$ cat src/rtl/mem_io_pkg.sv
// Shared constants and the address-region decode for mem_io_bridge.
package mem_io_pkg;

  localparam logic [15:0] RAM_BASE_HI  = 16'h0000;
  localparam logic [23:0] MMIO_BASE_HI = 24'hFFFF00;

  localparam logic [7:0] OFF_LED   = 8'h00;
  localparam logic [7:0] OFF_TX    = 8'h04;
  localparam logic [7:0] OFF_COUNT = 8'h08;
  localparam logic [7:0] OFF_CMP   = 8'h0C;
  localparam logic [7:0] OFF_CTRL  = 8'h10;

  localparam int CTRL_RUN    = 0;
  localparam int CTRL_FLAG   = 1;
  localparam int CTRL_IRQ_EN = 2;
  localparam int CTRL_OVF    = 3;

  // TX status word: count occupies [5:0]
  localparam int STAT_EMPTY = 6;
  localparam int STAT_FULL  = 7;
  localparam int STAT_OVF   = 8;

  typedef enum logic [1:0] {REG_RAM, REG_MMIO, REG_NONE} region_e;

  function automatic region_e decode_region(input logic [31:0] a);
    if (a[31:16] == RAM_BASE_HI)      return REG_RAM;
    else if (a[31:8] == MMIO_BASE_HI) return REG_MMIO;
    else                              return REG_NONE;
  endfunction

endpackage

$ cat src/rtl/sync_fifo.sv
// Single-clock FIFO; a push while full is dropped unless a pop happens the same cycle.
module sync_fifo #(
  parameter int WIDTH = 8,
  parameter int DEPTH = 8,
  localparam int AW = $clog2(DEPTH),
  localparam int CW = AW + 1
) (
  input  logic             clk,
  input  logic             rst_n,
  input  logic             push,
  input  logic [WIDTH-1:0] din,
  input  logic             pop,
  output logic [WIDTH-1:0] dout,
  output logic             full,
  output logic             empty,
  output logic [CW-1:0]    count
);

  logic [WIDTH-1:0] mem [DEPTH];
  logic [AW-1:0]    wr_ptr, rd_ptr;
  logic             wr_en, rd_en;

  assign full  = (count == CW'(DEPTH));
  assign empty = (count == '0);
  assign rd_en = pop && !empty;
  assign wr_en = push && (!full || pop);
  // Empty head reads as zero so the storage itself needs no reset
  assign dout  = empty ? '0 : mem[rd_ptr];

  always_ff @(posedge clk) begin
    if (wr_en) mem[wr_ptr] <= din;
  end

  always_ff @(posedge clk or negedge rst_n) begin
    if (!rst_n) begin
      wr_ptr <= '0;
      rd_ptr <= '0;
      count  <= '0;
    end else begin
      if (wr_en) wr_ptr <= wr_ptr + AW'(1);
      if (rd_en) rd_ptr <= rd_ptr + AW'(1);
      case ({wr_en, rd_en})
        2'b10:   count <= count + CW'(1);
        2'b01:   count <= count - CW'(1);
        default: count <= count;
      endcase
    end
  end

endmodule

$ cat src/rtl/mem_io_bridge.sv
// Word RAM plus LED / TX FIFO / compare-timer MMIO behind the MIPS core bus.
module mem_io_bridge
  import mem_io_pkg::*;
#(
  parameter int MEM_WORDS  = 64,
  parameter int FIFO_DEPTH = 8,
  parameter int TIMER_W    = 32
) (
  input  logic        clk,
  input  logic        reset,
  input  logic [31:0] addr,
  input  logic [31:0] writedata,
  input  logic        memwrite,
  output logic [31:0] readdata,
  output logic [15:0] io_led,
  output logic [7:0]  tx_data,
  output logic        tx_valid,
  input  logic        tx_ready,
  output logic        timer_irq
);

  localparam int RAW = $clog2(MEM_WORDS);
  localparam int FCW = $clog2(FIFO_DEPTH) + 1;

  logic [31:0]        ram [MEM_WORDS];
  logic [RAW-1:0]     ram_idx;
  region_e            region;
  logic [7:0]         off;

  logic [TIMER_W-1:0] count, cmp;
  logic               run, flag, irq_en, ovf;
  logic               fifo_full, fifo_empty;
  logic [FCW-1:0]     fifo_count;

  logic wr_ram, wr_led, wr_tx, wr_count, wr_cmp, wr_ctrl;
  logic tx_pop, match, flag_set, ovf_set;

  assign region  = decode_region(addr);
  assign off     = addr[7:0];
  assign ram_idx = addr[RAW+1:2];

  assign wr_ram   = memwrite && (region == REG_RAM);
  assign wr_led   = memwrite && (region == REG_MMIO) && (off == OFF_LED);
  assign wr_tx    = memwrite && (region == REG_MMIO) && (off == OFF_TX);
  assign wr_count = memwrite && (region == REG_MMIO) && (off == OFF_COUNT);
  assign wr_cmp   = memwrite && (region == REG_MMIO) && (off == OFF_CMP);
  assign wr_ctrl  = memwrite && (region == REG_MMIO) && (off == OFF_CTRL);

  always_ff @(posedge clk) begin
    if (wr_ram) ram[ram_idx] <= writedata;
  end

  assign tx_valid = !fifo_empty;
  assign tx_pop   = tx_valid && tx_ready;
  assign ovf_set  = wr_tx && fifo_full && !tx_pop;

  sync_fifo #(.WIDTH(8), .DEPTH(FIFO_DEPTH)) u_tx_fifo (
    .clk   (clk),
    .rst_n (reset),
    .push  (wr_tx),
    .din   (writedata[7:0]),
    .pop   (tx_pop),
    .dout  (tx_data),
    .full  (fifo_full),
    .empty (fifo_empty),
    .count (fifo_count)
  );

  // A COUNT store takes priority over both increment and compare match
  assign match    = run && (count == cmp);
  assign flag_set = match && !wr_count;

  always_ff @(posedge clk or negedge reset) begin
    if (!reset) begin
      io_led <= '0;
      count  <= '0;
      cmp    <= '1;
      run    <= 1'b0;
      flag   <= 1'b0;
      irq_en <= 1'b0;
      ovf    <= 1'b0;
    end else begin
      if (wr_led) io_led <= writedata[15:0];
      if (wr_cmp) cmp <= writedata[TIMER_W-1:0];

      if (wr_count)   count <= writedata[TIMER_W-1:0];
      else if (match) count <= '0;
      else if (run)   count <= count + TIMER_W'(1);

      if (wr_ctrl) begin
        run    <= writedata[CTRL_RUN];
        irq_en <= writedata[CTRL_IRQ_EN];
      end

      if (flag_set)                            flag <= 1'b1;
      else if (wr_ctrl && writedata[CTRL_FLAG]) flag <= 1'b0;

      if (ovf_set)                             ovf <= 1'b1;
      else if (wr_ctrl && writedata[CTRL_OVF]) ovf <= 1'b0;
    end
  end

  assign timer_irq = flag && irq_en;

  always_comb begin
    readdata = '0;
    unique case (region)
      REG_RAM: readdata = ram[ram_idx];
      REG_MMIO: begin
        case (off)
          OFF_LED:   readdata = {16'h0, io_led};
          OFF_TX: begin
            readdata[5:0]      = 6'(fifo_count);
            readdata[STAT_EMPTY] = fifo_empty;
            readdata[STAT_FULL]  = fifo_full;
            readdata[STAT_OVF]   = ovf;
          end
          OFF_COUNT: readdata = 32'(count);
          OFF_CMP:   readdata = 32'(cmp);
          OFF_CTRL: begin
            readdata[CTRL_RUN]    = run;
            readdata[CTRL_FLAG]   = flag;
            readdata[CTRL_IRQ_EN] = irq_en;
            readdata[CTRL_OVF]    = ovf;
          end
          default:   readdata = '0;
        endcase
      end
      default: readdata = '0;
    endcase
  end

endmodule

$ cat config.mk
export PLATFORM = sky130hd
export DESIGN_NAME = mem_io_bridge
export DESIGN_NICKNAME = d
export VERILOG_FILES = /design/src/rtl/mem_io_pkg.sv /design/src/rtl/sync_fifo.sv /design/src/rtl/mem_io_bridge.sv
export SDC_FILE = /design/constraint.sdc
export NUM_CORES = 2
export LEC_CHECK = 0
export ABC_CLOCK_PERIOD_IN_PS = 7700
export CAP_MARGIN = 20
export CORE_ASPECT_RATIO = 0.75
export CORE_UTILIZATION = 40
export CTS_BUF_LIST = sky130_fd_sc_hd__clkbuf_16
export CTS_CLUSTER_DIAMETER = 60
export CTS_CLUSTER_SIZE = 25
export DETAILED_ROUTE_END_ITERATION = 6
export SETUP_SLACK_MARGIN = 0.15
export SLEW_MARGIN = 20
export SYNTH_ARGS = -nofsm -noshare
export SYNTH_HDL_FRONTEND = slang
export SYNTH_SLANG_ARGS = --single-unit
export TNS_END_PERCENT = 50
$ cat constraint.sdc
create_clock -name clk -period 7.7 [get_ports clk]
set_clock_uncertainty 0.15 [all_clocks]
set_input_delay 1.54 -clock clk [delete_from_list [all_inputs] [get_ports clk]]
set_output_delay 1.54 -clock clk [all_outputs]
set_load 0.02 [all_outputs]
After elaboration in Yosys (flattened, before gate mapping)
Memories as Yosys holds them, arrays and structs flattened. Index checks and enable logic that the tools add are counted.

RAM bits: 2112. Memories kept: 2. Bits in registers: 94. Input port bits: 68. Output and inout port bits: 58.

Add/sub/neg operators: 5. Equal/unequal tests: 10. Reduce and logical (&&, ||, !) cells: 30. Muxes and demuxes: 19.

Memory list: ram (depth 64, bits a word 32, rd ports 1, clocked after Yosys merged registers in 0, wr ports 1, RTL line mem_io_bridge.sv:25) `logic [31:0] ram [MEM_WORDS];`; u_tx_fifo.mem (depth 8, bits a word 8, rd ports 1, clocked after Yosys merged registers in 0, wr ports 1, RTL line sync_fifo.sv:19) `logic [WIDTH-1:0] mem [DEPTH];`.

Operators by type and width (number): $mux 32 (3); $pmux 23 s3 (1); $pmux 32 s2 (1); $add 32x1->32 const B (1); $eq 32x32->1 (1); $eq 24x24->1 const B (1); $pmux 4 s5 (1); $pmux 5 s4 (1); $logic_and 1x1->1 (17); $eq 8x4->1 const B (2); $logic_not 16->1 (1); $eq 8x3->1 const B (1); $eq 8x5->1 const B (1); $logic_not 8->1 (1); $mux 1 (8); $mux 8 (1); $pmux 4 s2 (1); $add 3x1->3 const B (2); $reduce_bool 2->1 (3); $add 4x1->4 const B (1); $eq 2x1->1 const B (2); $eq 4x4->1 const B (1); $logic_not 1->1 (4); $logic_not 4->1 (1); 6 further kinds (7).

Longest topological paths before layout
Depth in word-level cells: 9. Mapped depth: 15. Gate-level depth less buffers: 12.

Hierarchy
From an unflattened synthesis, not the netlist that was laid out.

Cell total of the unflattened synthesis: 4189. Area total of the unflattened synthesis: 87000.9 um2.

By module, submodules not included: mem_io_bridge (times used 1, sequential area each 63641.0 um2, cells an instance 4029, area each 83916.7 um2); sync_fifo (times used 1, sequential area each 2172.1 um2, cells an instance 160, area each 3084.2 um2).

Worst setup path before layout
OpenSTA, ideal clock, no wires.

Kind: in2reg. From: input port addr[2]. To: memory ram[1][0], enable pin. Stages: 7. Data required time: 7089 ps. Slack: 2264 ps. Data arrival time: 4825 ps. Cells stage by stage: buf_2 -> buf_6 -> buf_4 -> buf_4 -> nor2b_1 -> nand2_1 -> nor3_1.

RTL lines: start: declaration (RTL line mem_io_bridge.sv:11) `input logic [31:0] addr,`; end: declaration (RTL line mem_io_bridge.sv:25).

No word-level cell before the write port.

Worst setup path in the final report
From: input port addr[7]. To: output port readdata[21].

Word-level cells in the longest chain between the ends: 3. Elaborated cells on any way between the ends: 6.

RTL lines: branches (longest 2 deep; another with $mem_v2 64x32); $pmux 32 s2 * (RTL line mem_io_bridge.sv:107) `unique case (region)`; end: declaration (RTL line mem_io_bridge.sv:14) `output logic [31:0] readdata,`.

Every way passes the cells marked *.

==> reports/results.ini <==
[run_status]
result_of_the_run=complete, but fails checks
violated_checks=DRC

[global_routing]
vias_in_the_first_global_route=42944
pin_count_of_the_biggest_net_entering_global_routing=77
grt_pass1_wl_um=364000
track_usage_pct=24.2
globalRouteOverflowTotal=0
antenna_found_initial=16

[sta]
worstMarginPinSlew_ns=1.27
final.setup.tns_ns=0
finalWorstPathRequiredPeriod_ns=7.31
share_of_the_clock_period_used_by_the_worst_path_after_layout_pct=95.0
timing.final.max_slew_violations=0
report.final.hold_viol_count=0
rsz0062_at_grt=no
report.final.setup_viol=0
max_clock_freq_ghz=0.137
rel_slew_slack_pct=15.2

[clock_network]
clock_sink_count=2206
postCtsSetupRepairBufs=0
cts_root_buffer=clkbuf_16
cts_tree=built
cts_resized=0
cts-hold-fix-buffers=0
cts_max_level=3
cts.reportedPaths.clkPinSlew_ns=0.10
cts_max_path_buffers=3
clkLatencyLatePin_ns=0.80
cts_buffers=117

[floorplan]
placeable_core_region_sq_um=214000
initial_utilization_pct=40.3
chipWidth_um=539
fp.dieArea_sq_um=218000
design.portCount=126
std_cell_rows=147
die-height_um=405

[layout]
post_layout_nonfiller_instances=7308
final_layout_size_suffix_gt1_share_pct=28.6
final_instance_area_sq_um=96900
mostFrequentLayoutCell=edfxtp_1
area_growth_syn_to_layout_pct=12.1
layout.core_utilization_pct=45.2
nNetsFinal=4458
commonest_cells_after_routing_fill_and_taps_aside=edfxtp_1 (2112), mux4_2 (535), buf_4 (264)

[hold_path]
timing.hold.worst.class=reg -> reg

[setup_path]
setup.worst_path.end_class=primary output
crit_path_start_kind=primary input
timing.critical_path.arrival_ns=5.62
maximum_fanout_count_along_the_critical_path=12
critical_path_class=in -> out
critPathRequiredTime_ns=6.01

[placement]
hpwl_um=169000
port_buffers=125
placed_cells_incl_taps=7095
gp_routability_congestion=0.964
placement.cell_area_sq_um=92900

[pwr]
static_leakage_nw=29.9
power.ir.vdd_worst_uv=163
power.internal_mw=17.1
p_comb_share_pct=6.9
power_frac_clock_pct=33.7
pwr_density_cell_nw_per_um2=230
switchingPower_mw=5.15
seqPwrFrac_pct=59.4
switching_share_pct=23.1

[drt]
routed_via_density=6.24
dr.pass1.iters=7
drt_wirelength_um=266000
routed_wire_length_per_instance_um=36.5
route.vias.total=45603
route.antenna.remaining_nets=0
detail_route.drc_violations=2
first_iter_violations=7657

[synthesis]
synth.avg_cell_area_sq_um=21.1
ys_ff_latch=2206
synth_flop_type=edfxtp_1
syn_inst=4097
mappedNetlistArea_sq_um=86400
synth_warnings=0
postSynth.asyncResetShare_pct=4.26
synth-seq-area-share_pct=76.1
synth-edff-count=2112
mappedNetlistNets=4171
yosys.cell_types.count=72

[job]
max_cap_viol_count=0

[routing by layer]
metal / wire length (um) / track usage [%] / up-vias
li1: - / - / 17680
met1: 112000 / 36.4 / 24694
met2: 112000 / 33.8 / 2917
met3: 35900 / 8.28 / 298
met4: 5910 / 5.03 / 14
met5: 161 / 0 / -
[layout make-up]
class / count / area [sq um]
fill: 17941 / 118000
sequential: 2206 / 65800
multi-input combinational: 1646 / 19900
timing repair buffer: 403 / 3570
tap: 2831 / 3540
clock buffer: 121 / 3030
clock inverter: 85 / 996
inverter: 10 / 40.0
antenna: 6 / 15.0
[final timing paths]
check | startpoint | endpoint | slack (ns) | cells after the start
setup / recovery | addr[7] | readdata[21] | 0.39 | 10
hold / removal | cmp[3]$_DFFE_PN1P_ | cmp[3]$_DFFE_PN1P_ | 0.35 | 2
setup reg to reg | run$_DFFE_PN0P_ | count[21]$_DFFE_PN0P_ | 4.58 | 7
hold reg to reg | cmp[3]$_DFFE_PN1P_ | cmp[3]$_DFFE_PN1P_ | 0.35 | 2
max in group asynchronous | reset | count[31]$_DFFE_PN0P_ | 5.61 | 2
min in group asynchronous | reset | io_led[6]$_DFFE_PN0P_ | 0.55 | 1
[registers in the layout (all words and copies together), names as in the netlist, 3 cells and up]
register,cells
cmp,32
count,32
io_led,16
ram,2048
u_tx_fifo.count,4
u_tx_fifo.mem,64
u_tx_fifo.rd_ptr,3
u_tx_fifo.wr_ptr,3
[power by group through the flow]
stage	Clock, mW	Combinational, mW	Sequential, mW
2_1_floorplan	0	0.819	13.4
3_3_place_gp	0	1.50	13.5
3_5_place_dp	0	1.52	13.5
4_1_cts	7.55	1.52	13.2
5_1_grt	7.91	1.60	13.2
6_report	7.50	1.53	13.2
[cell usage after synthesis (8+ instances only)]
library cell,instances,share of area [%]
a211o_1,11,0.11
mux2_2,74,0.96
a31oi_1,11,0.080
buf_1,15,0.065
and3_1,23,0.17
and2_1,8,0.058
buf_6,11,0.14
nor2_1,146,0.63
o32ai_1,9,0.091
buf_4,40,0.35
edfxtp_1,2112,73
dfstp_2,32,0.97
nand4_1,36,0.26
a211oi_1,23,0.20
a21oi_1,42,0.24
o22ai_1,75,0.54
a22oi_1,55,0.48
clkbuf_1,87,0.38
xor2_1,19,0.19
mux2_4,10,0.17
a221oi_1,10,0.10
nand2b_1,10,0.072
nor3_1,25,0.14
o31ai_1,22,0.19
mux4_2,535,14
nand2_1,152,0.66
nand3_1,46,0.27
nor2b_1,12,0.087
o21ai_0,66,0.38
buf_2,82,0.47
xnor2_1,41,0.42
mux2i_1,67,0.78
nor4_1,20,0.14
or3_1,8,0.058
o221ai_1,11,0.11
o211ai_1,13,0.11
dfrtp_1,62,1.8
[critical path, stage by stage]
cell and delay [ns]:
clkdlybuf4s50_1 0.65, buf_4 0.33, and3b_1 0.42, nand2_1 0.50, o22ai_1 0.25, nor4_1 0.92, buf_4 0.28, o21ai_0 0.12
o21ai_0 0.33, buf_4 0.27
[stage by stage]
step	total power [mW]	hold slack, ns	setup WS [ns]
floorplan	14.2	0.307	2.26
global placement	15.0	0.338	0.542
detailed placement	15.0	0.340	0.548
CTS	22.3	0.353	0.542
global route	22.7	0.381	0.386
finish	22.3	0.348	0.387
[logic make-up (layout without fill, tap and decap cells)]
group	count (synthesis)	in the layout	synth area share, %
AOI/OAI and AO/OA	373	373	2.90
xor gates and xnor gates	60	60	0.608
adders and majority gates	6	6	0.0869
buffers and inverters	245	619	1.45
DFF	2206	2206	76.1
muxes	686	686	15.9
other	0	6	0
and+or+nand+nor	521	521	2.95
Note: power is estimated with default switching activity, not from simulation.
